==> config.mk <==
export PLATFORM = sky130hd
export DESIGN_NAME = spi_master_flat
export DESIGN_NICKNAME = d
export VERILOG_FILES = /design/src/rtl/spi_pkg.sv /design/src/rtl/spi_master_if.sv /design/src/rtl/spi_clk_div.sv /design/src/rtl/spi_master.sv /design/src/flat_wrapper.sv
export SDC_FILE = /design/constraint.sdc
export NUM_CORES = 1
export LEC_CHECK = 0
export CAP_MARGIN = 25
export CORE_UTILIZATION = 53
export CTS_BUF_LIST = sky130_fd_sc_hd__clkbuf_16
export DETAILED_ROUTE_END_ITERATION = 16
export PLACE_DENSITY = 0.89
export REMOVE_ABC_BUFFERS = 1
export SYNTH_ARGS = -nofsm -noshare
export SYNTH_HDL_FRONTEND = slang
export SYNTH_HIERARCHICAL = 1
export SYNTH_SLANG_ARGS = --single-unit
export TNS_END_PERCENT = 20
==> constraint.sdc <==
create_clock -name clk -period 2.38 [get_ports clk]
set_input_delay 0.238 -clock clk [delete_from_list [all_inputs] [get_ports clk]]
set_output_delay 0.238 -clock clk [all_outputs]
set_load 0.02 [all_outputs]
==> src/rtl/spi_pkg.sv <==
// Shared definitions for the SPI mode-0 master: FSM encoding, word width, counter sizing.
// IDLE_HELD is only reachable when SPI_MASTER_BURST_EN is defined.
package spi_pkg;

  localparam int DATA_W_DEF = 8;

  localparam logic [2:0] ST_IDLE      = 3'd0;
  localparam logic [2:0] ST_SETUP     = 3'd1;
  localparam logic [2:0] ST_XFER      = 3'd2;
  localparam logic [2:0] ST_HOLD      = 3'd3;
  localparam logic [2:0] ST_IDLE_HELD = 3'd4;

  // Half-period counter width; at least one bit so CLK_DIV=2 still has a counter.
  function automatic int cnt_width(input int div);
    return (div <= 2) ? 1 : $clog2(div);
  endfunction

endpackage

==> src/rtl/spi_master_if.sv <==
// Local-side handshake plus SPI pins of spi_master, bundled with master/slave views.
// hold_ss exists only when SPI_MASTER_BURST_EN is defined.
interface spi_master_if #(parameter int DATA_W = 8);
  logic              start;
  logic [DATA_W-1:0] din;
  logic [DATA_W-1:0] dout;
  logic              busy;
  logic              done;
  logic              ss;
  logic              sck;
  logic              mosi;
  logic              miso;
`ifdef SPI_MASTER_BURST_EN
  logic              hold_ss;

  modport master (input start, din, miso, hold_ss,
                  output dout, busy, done, ss, sck, mosi);
  modport slave  (output start, din, miso, hold_ss,
                  input dout, busy, done, ss, sck, mosi);
`else
  modport master (input start, din, miso,
                  output dout, busy, done, ss, sck, mosi);
  modport slave  (output start, din, miso,
                  input dout, busy, done, ss, sck, mosi);
`endif
endinterface

==> src/rtl/spi_clk_div.sv <==
// Half-period tick generator: one tick every CLK_DIV enabled cycles, restarted by i_clr.
module spi_clk_div
  import spi_pkg::*;
#(
  parameter int CLK_DIV = 4
) (
  input  logic clk,
  input  logic rst,
  input  logic i_clr,
  input  logic i_en,
  output logic o_tick
);

  localparam int              CW   = cnt_width(CLK_DIV);
  localparam logic [CW-1:0]   LAST = CW'(CLK_DIV - 1);

  logic [CW-1:0] r_cnt;

  always_ff @(posedge clk) begin
    if (rst || i_clr) begin
      r_cnt <= '0;
    end else if (i_en) begin
      r_cnt <= (r_cnt == LAST) ? '0 : r_cnt + 1'b1;
    end
  end

  assign o_tick = i_en && (r_cnt == LAST);

endmodule

==> src/rtl/spi_master.sv <==
// SPI mode-0 master (CPOL=0, CPHA=0), one MSB-first word per transfer.
// Optional multi-byte frames with ss held low: define SPI_MASTER_BURST_EN.
module spi_master
  import spi_pkg::*;
#(
  parameter int CLK_DIV = 4,
  parameter int DATA_W  = DATA_W_DEF
) (
  input  logic          clk,
  input  logic          rst,
  spi_master_if.master  bus
);

  localparam int            HW        = $clog2(2 * DATA_W);
  localparam logic [HW-1:0] LAST_EDGE = HW'(2 * DATA_W - 2);

  logic [2:0]        r_state;
  logic [HW-1:0]     r_hcnt;
  logic [DATA_W-1:0] r_tx;
  logic [DATA_W-1:0] r_rx;
  logic [DATA_W-1:0] r_dout;
  logic              r_ss;
  logic              r_sck;
  logic              r_mosi;
  logic              r_busy;
  logic              r_done;

  logic w_accept;
  logic w_en;
  logic w_tick;

`ifdef SPI_MASTER_BURST_EN
  assign w_accept = bus.start && ((r_state == ST_IDLE) || (r_state == ST_IDLE_HELD));
`else
  assign w_accept = bus.start && (r_state == ST_IDLE);
`endif
  assign w_en = (r_state == ST_SETUP) || (r_state == ST_XFER) || (r_state == ST_HOLD);

  spi_clk_div #(.CLK_DIV(CLK_DIV)) u_clk_div (
    .clk    (clk),
    .rst    (rst),
    .i_clr  (w_accept),
    .i_en   (w_en),
    .o_tick (w_tick)
  );

  always_ff @(posedge clk) begin
    if (rst) begin
      r_state <= ST_IDLE;
      r_hcnt  <= '0;
      r_tx    <= '0;
      r_rx    <= '0;
      r_dout  <= '0;
      r_ss    <= 1'b1;
      r_sck   <= 1'b0;
      r_mosi  <= 1'b0;
      r_busy  <= 1'b0;
      r_done  <= 1'b0;
    end else begin
      r_done <= 1'b0;
      if (w_accept) begin
        // MSB goes out immediately; the rest waits for falling edges.
        r_state <= ST_SETUP;
        r_ss    <= 1'b0;
        r_busy  <= 1'b1;
        r_mosi  <= bus.din[DATA_W-1];
        r_tx    <= {bus.din[DATA_W-2:0], 1'b0};
        r_rx    <= '0;
        r_hcnt  <= '0;
      end else begin
        case (r_state)
          ST_IDLE: ;
          ST_SETUP: if (w_tick) begin
            r_state <= ST_XFER;
            r_sck   <= 1'b1;
            r_rx    <= {r_rx[DATA_W-2:0], bus.miso};
            r_hcnt  <= '0;
          end
          ST_XFER: if (w_tick) begin
            r_hcnt <= r_hcnt + 1'b1;
            if (r_sck) begin
              r_sck <= 1'b0;
              if (r_hcnt == LAST_EDGE) begin
                r_state <= ST_HOLD;
              end else begin
                r_mosi <= r_tx[DATA_W-1];
                r_tx   <= {r_tx[DATA_W-2:0], 1'b0};
              end
            end else begin
              r_sck <= 1'b1;
              r_rx  <= {r_rx[DATA_W-2:0], bus.miso};
            end
          end
          ST_HOLD: if (w_tick) begin
            r_done <= 1'b1;
            r_busy <= 1'b0;
            r_dout <= r_rx;
            r_mosi <= 1'b0;
`ifdef SPI_MASTER_BURST_EN
            if (bus.hold_ss) begin
              r_state <= ST_IDLE_HELD;
            end else begin
              r_state <= ST_IDLE;
              r_ss    <= 1'b1;
            end
`else
            r_state <= ST_IDLE;
            r_ss    <= 1'b1;
`endif
          end
`ifdef SPI_MASTER_BURST_EN
          ST_IDLE_HELD: if (!bus.hold_ss) begin
            r_state <= ST_IDLE;
            r_ss    <= 1'b1;
          end
`endif
          default: begin
            r_state <= ST_IDLE;
            r_ss    <= 1'b1;
            r_sck   <= 1'b0;
          end
        endcase
      end
    end
  end

  assign bus.dout = r_dout;
  assign bus.busy = r_busy;
  assign bus.done = r_done;
  assign bus.ss   = r_ss;
  assign bus.sck  = r_sck;
  assign bus.mosi = r_mosi;

endmodule

==> src/flat_wrapper.sv <==
// flat-port wrapper written by rule: the top's interface ports become plain ports
module spi_master_flat import spi_pkg::*;
#(
  parameter int CLK_DIV = 4,
  parameter int DATA_W  = DATA_W_DEF
)
  (clk, rst, bus_start, bus_din, bus_miso, bus_dout, bus_busy, bus_done, bus_ss, bus_sck, bus_mosi);
  spi_master_if #(.DATA_W(DATA_W)) bus_i ();
  input  logic clk;
  input  logic rst;
  input wire logic [$bits(bus_i.start)-1:0] bus_start;
  input wire logic [$bits(bus_i.din)-1:0] bus_din;
  input wire logic [$bits(bus_i.miso)-1:0] bus_miso;
  output wire logic [$bits(bus_i.dout)-1:0] bus_dout;
  output wire logic [$bits(bus_i.busy)-1:0] bus_busy;
  output wire logic [$bits(bus_i.done)-1:0] bus_done;
  output wire logic [$bits(bus_i.ss)-1:0] bus_ss;
  output wire logic [$bits(bus_i.sck)-1:0] bus_sck;
  output wire logic [$bits(bus_i.mosi)-1:0] bus_mosi;
  assign bus_i.start = bus_start;
  assign bus_i.din = bus_din;
  assign bus_i.miso = bus_miso;
  assign bus_dout = bus_i.dout;
  assign bus_busy = bus_i.busy;
  assign bus_done = bus_i.done;
  assign bus_ss = bus_i.ss;
  assign bus_sck = bus_i.sck;
  assign bus_mosi = bus_i.mosi;
  spi_master #(.CLK_DIV(CLK_DIV), .DATA_W(DATA_W)) u_core (.clk(clk), .rst(rst), .bus(bus_i));
endmodule
==> impl_metrics.json <==
{
  "place_congestion": 0.966,
  "path_class": "flip-flop to flip-flop",
  "vdd_ir_drop_max_uv": 529,
  "fin_crit_ps": 2190,
  "hold_depth": 1,
  "ys_seq_elements": 36,
  "drive_gt1_share_pct": 16.8,
  "finalWorstSetupSlack_ps": 189,
  "core_um2": 3030,
  "drtPass1Iterations": 4,
  "ant_nets": 0,
  "yosysMostFrequentCell": "dfxtp_1",
  "dominantRegCellSynth": "dfxtp_1",
  "remaining_drc_errors": 0,
  "critPathMostFrequentCell": "inv_1",
  "reg2reg_slack_ps": 190,
  "h-tree-depth": 2,
  "track_usage_pct": 25.9,
  "yosys.area_share.simple_pct": 18.3,
  "cts-root-buf": "clkbuf_16",
  "syn-cell-area_um2": 1680,
  "synth_commonest_cells": "dfxtp_1 (36), nor2_1 (25), mux2i_1 (13), ha_1 (9)",
  "max_slew.worst_pin.slew_ps": 478,
  "cts.clk_slew.worst_paths_ps": 60,
  "synth_compound_area_share_pct": 20.3,
  "slowest_delay_ps": 420,
  "timing.rr.end": "u_core/r_state[1]",
  "synth_fa_ha_area_share_pct": 6.69,
  "port_buffers": 24,
  "antenna_found_initial": 0,
  "initial_core_util_pct": 55.6,
  "nets": 216,
  "drt_iter0_drc": 66,
  "fp.dieW_um": 58.4,
  "crit_chain": "inv_1 > ha_1 > inv_1 > and2_1 > o21ba_1 > a2111oi_2 > mux2i_1 > nor2_2",
  "syn2layout_area_growth_pct": 26.8,
  "start_kind": "flip-flop",
  "rows": 20,
  "dieArea_um2": 3400,
  "run_status": "finished clean",
  "clk_latency_ps": 280,
  "pin_count": 25,
  "p_per_area_nw_per_um2": 898,
  "vias_per_cell": 5.60,
  "synth_edf_count": 0,
  "relSlewSlack_pct": 68.1,
  "endpoint_kind": "flip-flop",
  "maxSlewViolCount": 0,
  "fin_worst_skew_ps": 5.24,
  "rsz0062_at_grt": "false",
  "dpl.hpwl_um": 2670,
  "regToRegStartpoint": "u_core/r_state[0]",
  "slowest_stage": "dfxtp_1",
  "synthMuxAreaShare_pct": 7.73,
  "synthDominantCellAreaShare_pct": 42.8,
  "place_ws_ps": 144,
  "power.leakage_nw": 0.870,
  "ys_seq_area_share_pct": 42.8,
  "cp_max_fo": 5,
  "synth_top_area_cell": "dfxtp_1",
  "synth_top_family_by_area": "compound AO/OA/AOI/OAI gates",
  "vias": 1344,
  "clk_path_buf_depth": 2,
  "timing.fmax_ghz": 0.456,
  "overflow": 0,
  "whs_endpoint": "u_core/bus.busy",
  "syn_avg_cell_area_um2": 10.1,
  "fillers": 217,
  "cts.sinks": 36,
  "die-height_um": 58.4,
  "antennaDiodeCount": 0,
  "cts_buffers": 5,
  "first_global_vias": 1452,
  "cp.arrival_ps": 2360,
  "max_cap_viol_count": 0,
  "required_ps": 2550,
  "drt-total-wl_um": 3870,
  "cts_tree": "yes",
  "synth.distinct_cells": 41,
  "min_from": "u_core/bus.busy",
  "grt_pass1_wl_um": 6510,
  "post_cts_buffers": 0,
  "synth.area.top_cells": "dfxtp_1 (43%), mux2i_1 (7.7%), ha_1 (6.7%)",
  "finalCritPeriodShare_pct": 92.1,
  "ys.warnings.count": 6,
  "synthXorXnorAreaFrac_pct": 0,
  "async_flop_share_pct": 0,
  "hold_class": "flip-flop to flip-flop",
  "grt_max_degree": 18,
  "syn_inst": 167,
  "rr_worst_depth": 8,
  "finalSetupTns_ps": 0,
  "hold_viol": 0,
  "final-setup-viol-count": 0,
  "drt-wirelength-per-cell_um": 16.1
}
==> how the worst max path moves through the flow <==
stage | slack (ps) | from | cells after the start | end
detailed placement | 140 | u_core/r_state[1] | 8 | u_core/r_tx[6]
global route | 30 | u_core/r_state[0] | 8 | u_core/r_state[1]
floorplan | 180 | u_core/r_state[1] | 8 | u_core/r_state[1]
global placement | 300 | u_core/r_state[1] | 8 | u_core/r_tx[2]
finish | 190 | u_core/r_state[0] | 8 | u_core/r_state[1]
CTS | 120 | u_core/r_state[1] | 7 | u_core/r_tx[6]
==> power by group <==
group | internal (mW) | total, mW | switching (mW)
Combinational | 0.199 | 0.480 | 0.281
Sequential | 0.659 | 0.705 | 0.0461
Clock | 0.488 | 0.732 | 0.244
Total | 1.35 | 1.92 | 0.571
==> cell type report <==
cell class	count	area, um^2	area share (%)
Clock inverter	3	38.8	1.82
Timing Repair Buffer	28	270	12.7
Tap cell	44	55.1	2.58
Clock buffer	5	125	5.86
Multi-Input combinational cell	118	901	42.2
Inverter	6	22.5	1.06
Sequential cell	36	722	33.8
==> per-stage QoR <==
| step | cell area (um^2) | std cells | power, mW | utilization (%) | hold slack (ps) |
|---|---|---|---|---|---|
| after floorplan | 1640 | 160 | 1.04 | - | 303 |
| after global placement | 1960 | 232 | 1.14 | 64.8 | 454 |
| after detailed placement | 1960 | 232 | 1.18 | 64.8 | 455 |
| after CTS | 2120 | 240 | 1.91 | 70.2 | 477 |
| after global routing | 2130 | 240 | 2.01 | 70.5 | 491 |
| final | 2130 | 240 | 1.92 | 70.5 | 471 |
==> sequential cells by signal (all words and copies together) (netlist names) <==
name and flops:
u_core/r_tx 7, u_core/bus.done 1, u_core/bus.mosi 1, u_core/bus.busy 1, u_core/u_clk_div/r_cnt 2, u_core/r_rx 8, u_core/r_state 2, u_core/bus.sck 1
u_core/bus.ss 1, u_core/bus.dout 8, u_core/r_hcnt 4
==> metal layers <==
metal	share of wire (%)	track usage [%]	vias up
li1	-	-	655
met1	41	27.5	649
met2	53	46.1	27
met3	3.6	6.37	13
met4	3.0	15.6	0
met5	0	0	-
==> critical path: cells and delay by family (launching register included) <==
| family | cells | cell delay, ps |
|---|---|---|
| DFF | 1 | 420 |
| buffers and inverters | 2 | 260 |
| muxes | 1 | 280 |
| and+or+nand+nor | 2 | 240 |
| AOI/OAI and AO/OA | 2 | 600 |
| adders and majority gates | 1 | 290 |
==> cell families after synthesis <==
family / Yosys count
flops: 36
buf+inv: 13
fa+ha+maj: 9
simple gates: 58
mux: 13
compound gates: 38
==> timing repair <==
item / CTS / global route
gates resized for setup: 0 / 2
hold buffers: 0 / 0
setup endpoints to repair: 0 / 7
==> placed cells by master (no fill, tap or decap), drive strengths merged, types with 6 or more instances in the layout <==
cell,n
a2111oi,6
a211oi,6
a21oi,8
a22o,8
clkdlybuf4s50,24
dfxtp,36
ha,9
inv,7
mux2i,13
nand2,8
nor2,27
nor3,8
(Power assumes the default switching activity.)
